### config.mk
export PLATFORM = sky130hd
export DESIGN_NAME = serial_frame_rx_flat
export DESIGN_NICKNAME = d
export VERILOG_FILES = /design/src/rtl/serial_pkg.sv /design/src/rtl/serial_frame_rx_if.sv /design/src/rtl/serial_frame_rx.sv /design/src/flat_wrapper.sv
export SDC_FILE = /design/constraint.sdc
export NUM_CORES = 1
export LEC_CHECK = 0
export ABC_AREA = 0
export ABC_CLOCK_PERIOD_IN_PS = 2300
export CAP_MARGIN = 20
export CELL_PAD_IN_SITES_DETAIL_PLACEMENT = 1
export CELL_PAD_IN_SITES_GLOBAL_PLACEMENT = 1
export CORE_UTILIZATION = 37
export CTS_CLUSTER_SIZE = 30
export DETAILED_ROUTE_END_ITERATION = 10
export HOLD_SLACK_MARGIN = 0.05
export PLACE_DENSITY_LB_ADDON = 0.08
export SYNTH_ARGS = -nofsm -noshare
export SYNTH_HDL_FRONTEND = slang
export SYNTH_SLANG_ARGS = --single-unit
### constraint.sdc
create_clock -name clk_in -period 2.3 [get_ports clk_in]
set_clock_uncertainty 0.2 [all_clocks]
set_input_delay 0.46 -clock clk_in [delete_from_list [all_inputs] [get_ports clk_in]]
set_output_delay 0.46 -clock clk_in [all_outputs]
set_load 0.03 [all_outputs]
### src/rtl/serial_pkg.sv
// serial_pkg: shared framing constants and receiver state type for the serial column link.
package serial_pkg;
    typedef enum logic [1:0] {IDLE, DATA, PARITY, STOP} rx_state_t;
    localparam logic FRAME_START = 1'b1;
    localparam logic FRAME_STOP = 1'b0;
    localparam int DEF_DATA_BITS = 3;
    localparam int DEF_MAX_INDEX = 6;
    localparam int DEF_ERR_W = 8;
endpackage

### src/rtl/serial_frame_rx_if.sv
// serial_frame_rx_if: serial input and decoded column/status outputs of the frame receiver.
interface serial_frame_rx_if #(
    parameter int DATA_BITS = 3,
    parameter int ERR_W = 8
) ();
    logic                 bit_in;
    logic [DATA_BITS-1:0] col_index;
    logic                 col_toggle;
    logic                 frame_ok;
    logic                 parity_err;
    logic                 frame_err;
    logic                 range_err;
    logic [ERR_W-1:0]     err_count;
    logic                 busy;
    modport master (
        input  bit_in,
        output col_index, col_toggle, frame_ok, parity_err, frame_err, range_err, err_count, busy
    );
    modport slave (
        output bit_in,
        input  col_index, col_toggle, frame_ok, parity_err, frame_err, range_err, err_count, busy
    );
endinterface

### src/rtl/serial_frame_rx.sv
// serial_frame_rx: start/data/parity/stop framed receiver yielding a validated column index and toggle handshake.
module serial_frame_rx
    import serial_pkg::*;
#(
    parameter int DATA_BITS = DEF_DATA_BITS,
    parameter int PARITY_ODD = 1,
    parameter int MAX_INDEX = DEF_MAX_INDEX,
    parameter int ERR_W = DEF_ERR_W
) (
    input logic clk_in,
    input logic reset,
    serial_frame_rx_if.master bus
);
    localparam int CW = DATA_BITS > 1 ? $clog2(DATA_BITS) : 1;
    rx_state_t            state;
    logic [DATA_BITS-1:0] shreg;
    logic [CW-1:0]        bit_cnt;
    logic                 par_bit;
    logic                 par_ok;
    assign par_ok = (^{shreg, par_bit}) == PARITY_ODD[0];
    always_ff @(posedge clk_in or posedge reset) begin
        if (reset) begin
            state <= IDLE;
            shreg <= '0;
            bit_cnt <= '0;
            par_bit <= 1'b0;
            bus.col_index <= '0;
            bus.col_toggle <= 1'b0;
            bus.frame_ok <= 1'b0;
            bus.parity_err <= 1'b0;
            bus.frame_err <= 1'b0;
            bus.range_err <= 1'b0;
            bus.err_count <= '0;
            bus.busy <= 1'b0;
        end else begin
            bus.frame_ok <= 1'b0;
            bus.parity_err <= 1'b0;
            bus.frame_err <= 1'b0;
            bus.range_err <= 1'b0;
            bus.busy <= state == IDLE ? bus.bit_in == FRAME_START : state != STOP;
            case (state)
                IDLE: begin
                    bit_cnt <= '0;
                    if (bus.bit_in == FRAME_START) state <= DATA;
                end
                DATA: begin
                    shreg[bit_cnt] <= bus.bit_in;
                    bit_cnt <= bit_cnt + 1'b1;
                    if (bit_cnt == CW'(DATA_BITS - 1)) state <= PARITY;
                end
                PARITY: begin
                    par_bit <= bus.bit_in;
                    state <= STOP;
                end
                STOP: begin
                    // Stop edge always returns to IDLE, so a stop of 1 never starts a frame
                    state <= IDLE;
                    if (bus.bit_in != FRAME_STOP) bus.frame_err <= 1'b1;
                    else if (!par_ok) bus.parity_err <= 1'b1;
                    else if (int'(shreg) > MAX_INDEX) bus.range_err <= 1'b1;
                    else begin
                        bus.col_index <= shreg;
                        bus.col_toggle <= ~bus.col_toggle;
                        bus.frame_ok <= 1'b1;
                    end
                    if ((bus.bit_in != FRAME_STOP || !par_ok || int'(shreg) > MAX_INDEX) && bus.err_count != '1)
                        bus.err_count <= bus.err_count + 1'b1;
                end
            endcase
        end
    end
endmodule

### src/flat_wrapper.sv
// flat-port wrapper written by rule: the top's interface ports become plain ports
module serial_frame_rx_flat import serial_pkg::*;
#(
    parameter int DATA_BITS = DEF_DATA_BITS,
    parameter int PARITY_ODD = 1,
    parameter int MAX_INDEX = DEF_MAX_INDEX,
    parameter int ERR_W = DEF_ERR_W
)
  (clk_in, reset, bus_bit_in, bus_col_index, bus_col_toggle, bus_frame_ok, bus_parity_err, bus_frame_err, bus_range_err, bus_err_count, bus_busy);
  serial_frame_rx_if #(.DATA_BITS(DATA_BITS), .ERR_W(ERR_W)) bus_i ();
  input logic clk_in;
  input logic reset;
  input wire logic [$bits(bus_i.bit_in)-1:0] bus_bit_in;
  output wire logic [$bits(bus_i.col_index)-1:0] bus_col_index;
  output wire logic [$bits(bus_i.col_toggle)-1:0] bus_col_toggle;
  output wire logic [$bits(bus_i.frame_ok)-1:0] bus_frame_ok;
  output wire logic [$bits(bus_i.parity_err)-1:0] bus_parity_err;
  output wire logic [$bits(bus_i.frame_err)-1:0] bus_frame_err;
  output wire logic [$bits(bus_i.range_err)-1:0] bus_range_err;
  output wire logic [$bits(bus_i.err_count)-1:0] bus_err_count;
  output wire logic [$bits(bus_i.busy)-1:0] bus_busy;
  assign bus_i.bit_in = bus_bit_in;
  assign bus_col_index = bus_i.col_index;
  assign bus_col_toggle = bus_i.col_toggle;
  assign bus_frame_ok = bus_i.frame_ok;
  assign bus_parity_err = bus_i.parity_err;
  assign bus_frame_err = bus_i.frame_err;
  assign bus_range_err = bus_i.range_err;
  assign bus_err_count = bus_i.err_count;
  assign bus_busy = bus_i.busy;
  serial_frame_rx #(.DATA_BITS(DATA_BITS), .PARITY_ODD(PARITY_ODD), .MAX_INDEX(MAX_INDEX), .ERR_W(ERR_W)) u_core (.clk_in(clk_in), .reset(reset), .bus(bus_i));
endmodule
# Yosys cells after proc, flatten, opt, wreduce, memory -nomap -nowiden

Index checks and enable logic that the tools add are counted.

Register bits after elaboration: 25
Bits of input ports: 3
Output and inout port bits: 17
Logic and storage cells: 60

Add/subtract/negate cells: 2
Magnitude comparators: 3
Equal/unequal tests: 8
Mux-type cells: 21
Bitwise operators: 3
Reductions and logical operators: 11

Operators by type and width:

| cell                  | number |
|---|---|
| $mux W1               | 15 |
| $add A8 B1 Y8 const B | 1 |
| $ne A8 B8 Y1 const B  | 1 |
| $pmux W2 S4           | 1 |
| $eq A2 B2 Y1 const B  | 3 |
| $mux W2               | 2 |
| $ne A2 B2 Y1 const B  | 2 |
| $pmux W2 S2           | 1 |
| $reduce_and A2 Y1     | 2 |
| $reduce_and A4 Y1     | 1 |
| $reduce_xor A4 Y1     | 1 |
| $bwmux W3             | 1 |
| $gt A3 B3 Y1 const B  | 1 |
| $lt A2 B3 Y1 const B  | 1 |
| $not A1 Y1            | 3 |
| $add A2 B1 Y2 const B | 1 |
| $demux W1 S2          | 1 |
| $eq A2 B1 Y1 const B  | 1 |
| $ge A2 B1 Y1 const B  | 1 |
| $logic_and A1 B1 Y1   | 2 |
| $logic_not A2 Y1      | 1 |
| $logic_or A1 B1 Y1    | 2 |
| $ne A2 B1 Y1 const B  | 1 |
| $reduce_bool A2 Y1    | 1 |
| $logic_not A1 Y1      | 1 |

# Longest topological paths before layout

Depth after elaboration: 6
Depth in mapped cells: 7
Mapped depth without buffers: 7

# Least setup slack after synthesis

OpenSTA, ideal clock, no wires.

Kind: reg2reg
From: register u_core.shreg[1]
To: register u_core.bus.err_count[1]
Setup time: 0.128 ns
Data arrival time: 1.844 ns
Data required time: 1.972 ns
Setup slack: 0.129 ns
Stages on the path, launching flop included: 7
Path buffers: 1
Clock period less this slack: 2.171 ns
Cells stage by stage: dfrtp_1 > ha_1 > xnor2_1 > and3b_1 > a211o_1 > buf_6 > mux2_1

Longest elaborated chain between the ends: 6
Elaborated cells between the ends (all ways): 7
Classes of those cells: 1 x order compare; 6 x reduce/logical

RTL lines:

| item                                                                 | RTL line                 | text |
|---|---|---|
| from (decl)                                                          | serial_frame_rx.sv:16    | `logic [DATA_BITS-1:0] shreg;` |
| from (signal, indexed assignment)                                    | serial_frame_rx.sv:47    | `shreg[bit_cnt] <= bus.bit_in;` |
| parallel branches: the longest is 3 deep, another holds $gt A3 B3 Y1 | -                        |  |
| $logic_or A1 B1 Y1 *                                                 | serial_frame_rx.sv:66    | `if ((bus.bit_in != FRAME_STOP \|\| !par_ok \|\| int'(shreg) > MAX_INDEX) && bus.err_count != '1)` |
| $logic_and A1 B1 Y1 *                                                | serial_frame_rx.sv:66    |  |
| $reduce_and A2 Y1 (no line) *                                        | -                        |  |
| to (signal assigned)                                                 | serial_frame_rx.sv:67    | `bus.err_count <= bus.err_count + 1'b1;` |
| to (decl)                                                            | serial_frame_rx_if.sv:17 | `output col_index, col_toggle, frame_ok, parity_err, frame_err, range_err, err_count, busy` |

Mark *: on every way between the ends.
A chain may end at the register's enable or synchronous reset.

# Worst setup path in the final report

From: register u_core.shreg[1]
To: register u_core.bus.err_count[7]

The elaborated chain is that of the path after synthesis.

==> summary.txt <==
Clocking
  – Reg clk slew, reported paths: 0.14 ns
  – Total CTS buffers: 3
  – Root buffer cell: clkbuf_4
  – Post-CTS Setup Bufs: 0
  – CTS tree: yes
  – H-tree level count: 1
  – Clk sink count: 25
  – CTS Hold Bufs: 0
  – Skew-Pair Late Insertion Delay: 0.32 ns
  – Max clock buf depth: 2

Global route
  – Antenna violations before repair: 0
  – GRT Overall Usage: between 10% and 20%
  – Largest net degree at the start of global routing: 26
  – Number of global-route vias before repair: 896
  – GRT overflow: 0
  – First-pass GRT wire length: 4.08 mm

Final layout
  – Area delta synth->final: 27.5%
  – Fill count: around 350
  – Layout cells sized above 1: 16.4%
  – Ant. Diodes: 0
  – Post-Layout Inst Area: 1530 sq um
  – Post-layout nets: 147

Power
  – Pwr dens: roughly 1600 nW/um^2
  – Comb power frac: 57.1%
  – VDD IR-drop max: 0.753 mV
  – Sw frac: 44.4%
  – Clk pwr share: 8.2%
  – Switching pwr: 1.06 mW
  – Pint: 1.33 mW
  – Leakage: 0.707 nW
  – Sequential share of power: 34.7%

Critical path
  – Crit. End Element: flop
  – R2r setup slk: 0.11 ns
  – Critical path type: flop to flop
  – CP required: 2.36 ns
  – Arrival @ worst endpoint: approximately 2.3 ns
  – R2R depth: 7
  – Worst-path fanout max: 7
  – Worst r2r src: u_core.shreg[1]$_DFFE_PP0P_
  – Worst R2R End: u_core.bus.err_count[7]$_DFFE_PP0P_
  – Startpoint Class: flop

Floorplanning
  – Die X: 58.9 um
  – Core Region: 3050 sq um
  – Initial core utilization: 39.3%
  – Die span in y: about 59 um
  – I/O pins: 20
  – FP Rows: 20
  – Total Die Area: approximately 3500 sq um

Job
  – Max Cap Viol: 0

Drt
  – Vias post-DR: 834
  – Met1 wire length: 1.14 mm
  – Post-DRT Antenna Nets: 0
  – Final WL: 2.36 mm
  – Vias/cell: 4.69
  – Initial DRC count: 22
  – DR WL/cell: 13.2 um
  – Top Metal Used: met4
  – DRT Pass-1 Iters: 4
  – Met2 Wirelength: 1.14 mm
  – Wire length on met3: 41 um
  – Drt drc: 0

Placement
  – DP HPWL: between 1.5 and 2 mm
  – Placer congestion estimate: 0.738
  – Placed Area: 1490 sq um
  – Input/output buffers: 19

Synthesis
  – Syn Area/Cell: between 10 and 15 sq um
  – #FFs+latches synth: 25
  – Post-synth ARST share: 100%
  – Total nets after synthesis: approximately 120
  – Cell Area, Synth: 1200 sq um
  – Post-synth top flop: dfrtp_1
  – YS warnings: 0
  – Synth unique cells: 29
  – Sequential fraction of the synthesis area: 52.1%
  – Post-synth EDFFs: 0
  – Post-Syn Instances: 105

Timing
  – Fin. max-slew vios: 0
  – Normalized max-slew margin: between 70% and 80%
  – Hold Fails Final Rpt: 0
  – Final Setup Violations: 0
  – Setup TNS Final: 0 ns
  – Measured slew at the worst slew-check pin: around 0.33 ns
  – Period Utilization, post-route: 95.2%
  – RSZ-0062 raised after global routing: false
  – Tmin final: 2.19 ns
  – F_max: 457 MHz

Hold path
  – Tightest Hold Check Type: input pin to asynchronous set/reset pin

Outcome
  – Outcome: finished, final reports clean
through the flow:
stage / std cells / worst slack, ns / total power [mW] / util, % / hold slack, ns
finish: 178 / 0.110 / 2.39 / 50.1 / 0.278
detailed placement: 174 / 0.0555 / 2.20 / 48.8 / 0.289
global route: 178 / 0.00160 / 2.60 / 50.1 / 0.290
CTS: 178 / 0.0541 / 2.41 / 49.7 / 0.281
global placement: 174 / 0.0440 / 2.15 / 48.8 / 0.264
floorplan: 105 / 0.129 / 1.69 / - / 0.287
layout by cell type, fill, tap and decap left out, drive strengths merged, types with 2 or more instances in the layout:
cell	count
a21oi	2
buf	8
clkbuf	3
clkdlybuf4s50	19
dfrtp	25
ha	9
inv	9
mux2	6
nand2	10
nand3	4
nor2	7
nor3	4
o21ai	5
xnor2	4
xor2	6
layout make-up:
class | count | area [sq um] | area share (%)
clock buffers | 3 | 22.5 | 1.47
clock inverters | 1 | 5.00 | 0.327
inverters | 9 | 33.8 | 2.21
multi-input cells | 69 | 538 | 35.2
flip-flops and latches | 25 | 626 | 40.9
well taps | 44 | 55.1 | 3.60
repair buffers | 27 | 250 | 16.4
synth_stat cells (2+ instances only):
library cell,instances,area (sq um)
dfrtp_1,25,626
nand2_1,10,37.5
ha_1,9,113
inv_1,9,33.8
nor2_1,7,26.3
xor2_1,6,52.6
mux2_2,5,56.3
o21ai_0,5,25.0
nand3_1,4,20.0
xnor2_1,4,35.0
a21oi_1,2,10.0
nor3_4,2,32.5
worst max-delay path by stage:
stage                                 from                                   to  slack [ns]  cells after the start
2_1_floorplan  u_core.shreg[1]$_DFFE_PP0P_  u_core.bus.err_count[1]$_DFFE_PP0P_        0.13                      6
5_1_grt        u_core.shreg[1]$_DFFE_PP0P_  u_core.bus.err_count[5]$_DFFE_PP0P_       0.002                      7
3_5_place_dp   u_core.shreg[1]$_DFFE_PP0P_  u_core.bus.col_index[0]$_DFFE_PP0P_        0.06                      6
6_report       u_core.shreg[1]$_DFFE_PP0P_  u_core.bus.err_count[7]$_DFFE_PP0P_        0.11                      7
3_3_place_gp                    bus_bit_in  u_core.bus.err_count[5]$_DFFE_PP0P_        0.04                      6
4_1_cts        u_core.shreg[1]$_DFFE_PP0P_  u_core.bus.col_index[0]$_DFFE_PP0P_        0.05                      6
critical path, stage by stage (launching register included):
cell and delay [ns]:
dfrtp_1 0.40, ha_1 0.30, xnor2_1 0.15, and3b_1 0.21, a211o_4 0.39, buf_4 0.16
nor3_4 0.16, xor2_1 0.16
routing by layer:
metal,vias up,track usage (%)
met3,4,2.64
met4,0,7.14
li1,409,-
met5,-,0
met1,408,20.6
met2,13,27.8
cells by family (layout without fill, tap and decap cells):
group / count (synthesis) / after routing / share of synthesized area [%]
adders and majority gates: 9 / 9 / 9.38
AOI/OAI and AO/OA: 13 / 13 / 7.09
muxes: 6 / 6 / 5.63
DFF: 25 / 25 / 52.1
and+or+nand+nor: 31 / 31 / 14.4
buffers and inverters: 11 / 40 / 4.07
xor gates and xnor gates: 10 / 10 / 7.30
power groups by stage:
stage | logic (mW) | registers [mW] | clock network (mW)
final | 1.37 | 0.830 | 0.197
after global routing | 1.50 | 0.863 | 0.232
after CTS | 1.37 | 0.833 | 0.210
after detailed placement | 1.36 | 0.842 | 0
after global placement | 1.32 | 0.826 | 0
after floorplan | 0.641 | 1.05 | 0
timing repair:
action,CTS,global route
setup endpoints to repair,0,6
endpoints found under the hold margin,0,0
gates resized for setup,0,3
sequential cells by signal (all words and copies together) (netlist names):
| name | cells |
|---|---|
| u_core.bus.frame_err | 1 |
| u_core.bus.range_err | 1 |
| u_core.state | 2 |
| u_core.bus.col_index | 3 |
| u_core.bus.parity_err | 1 |
| u_core.bus.frame_ok | 1 |
| u_core.bus.busy | 1 |
| u_core.bus.err_count | 8 |
| u_core.bit_cnt | 2 |
| u_core.bus.col_toggle | 1 |
| u_core.par_bit | 1 |
| u_core.shreg | 3 |
(Power assumes the default switching activity.)
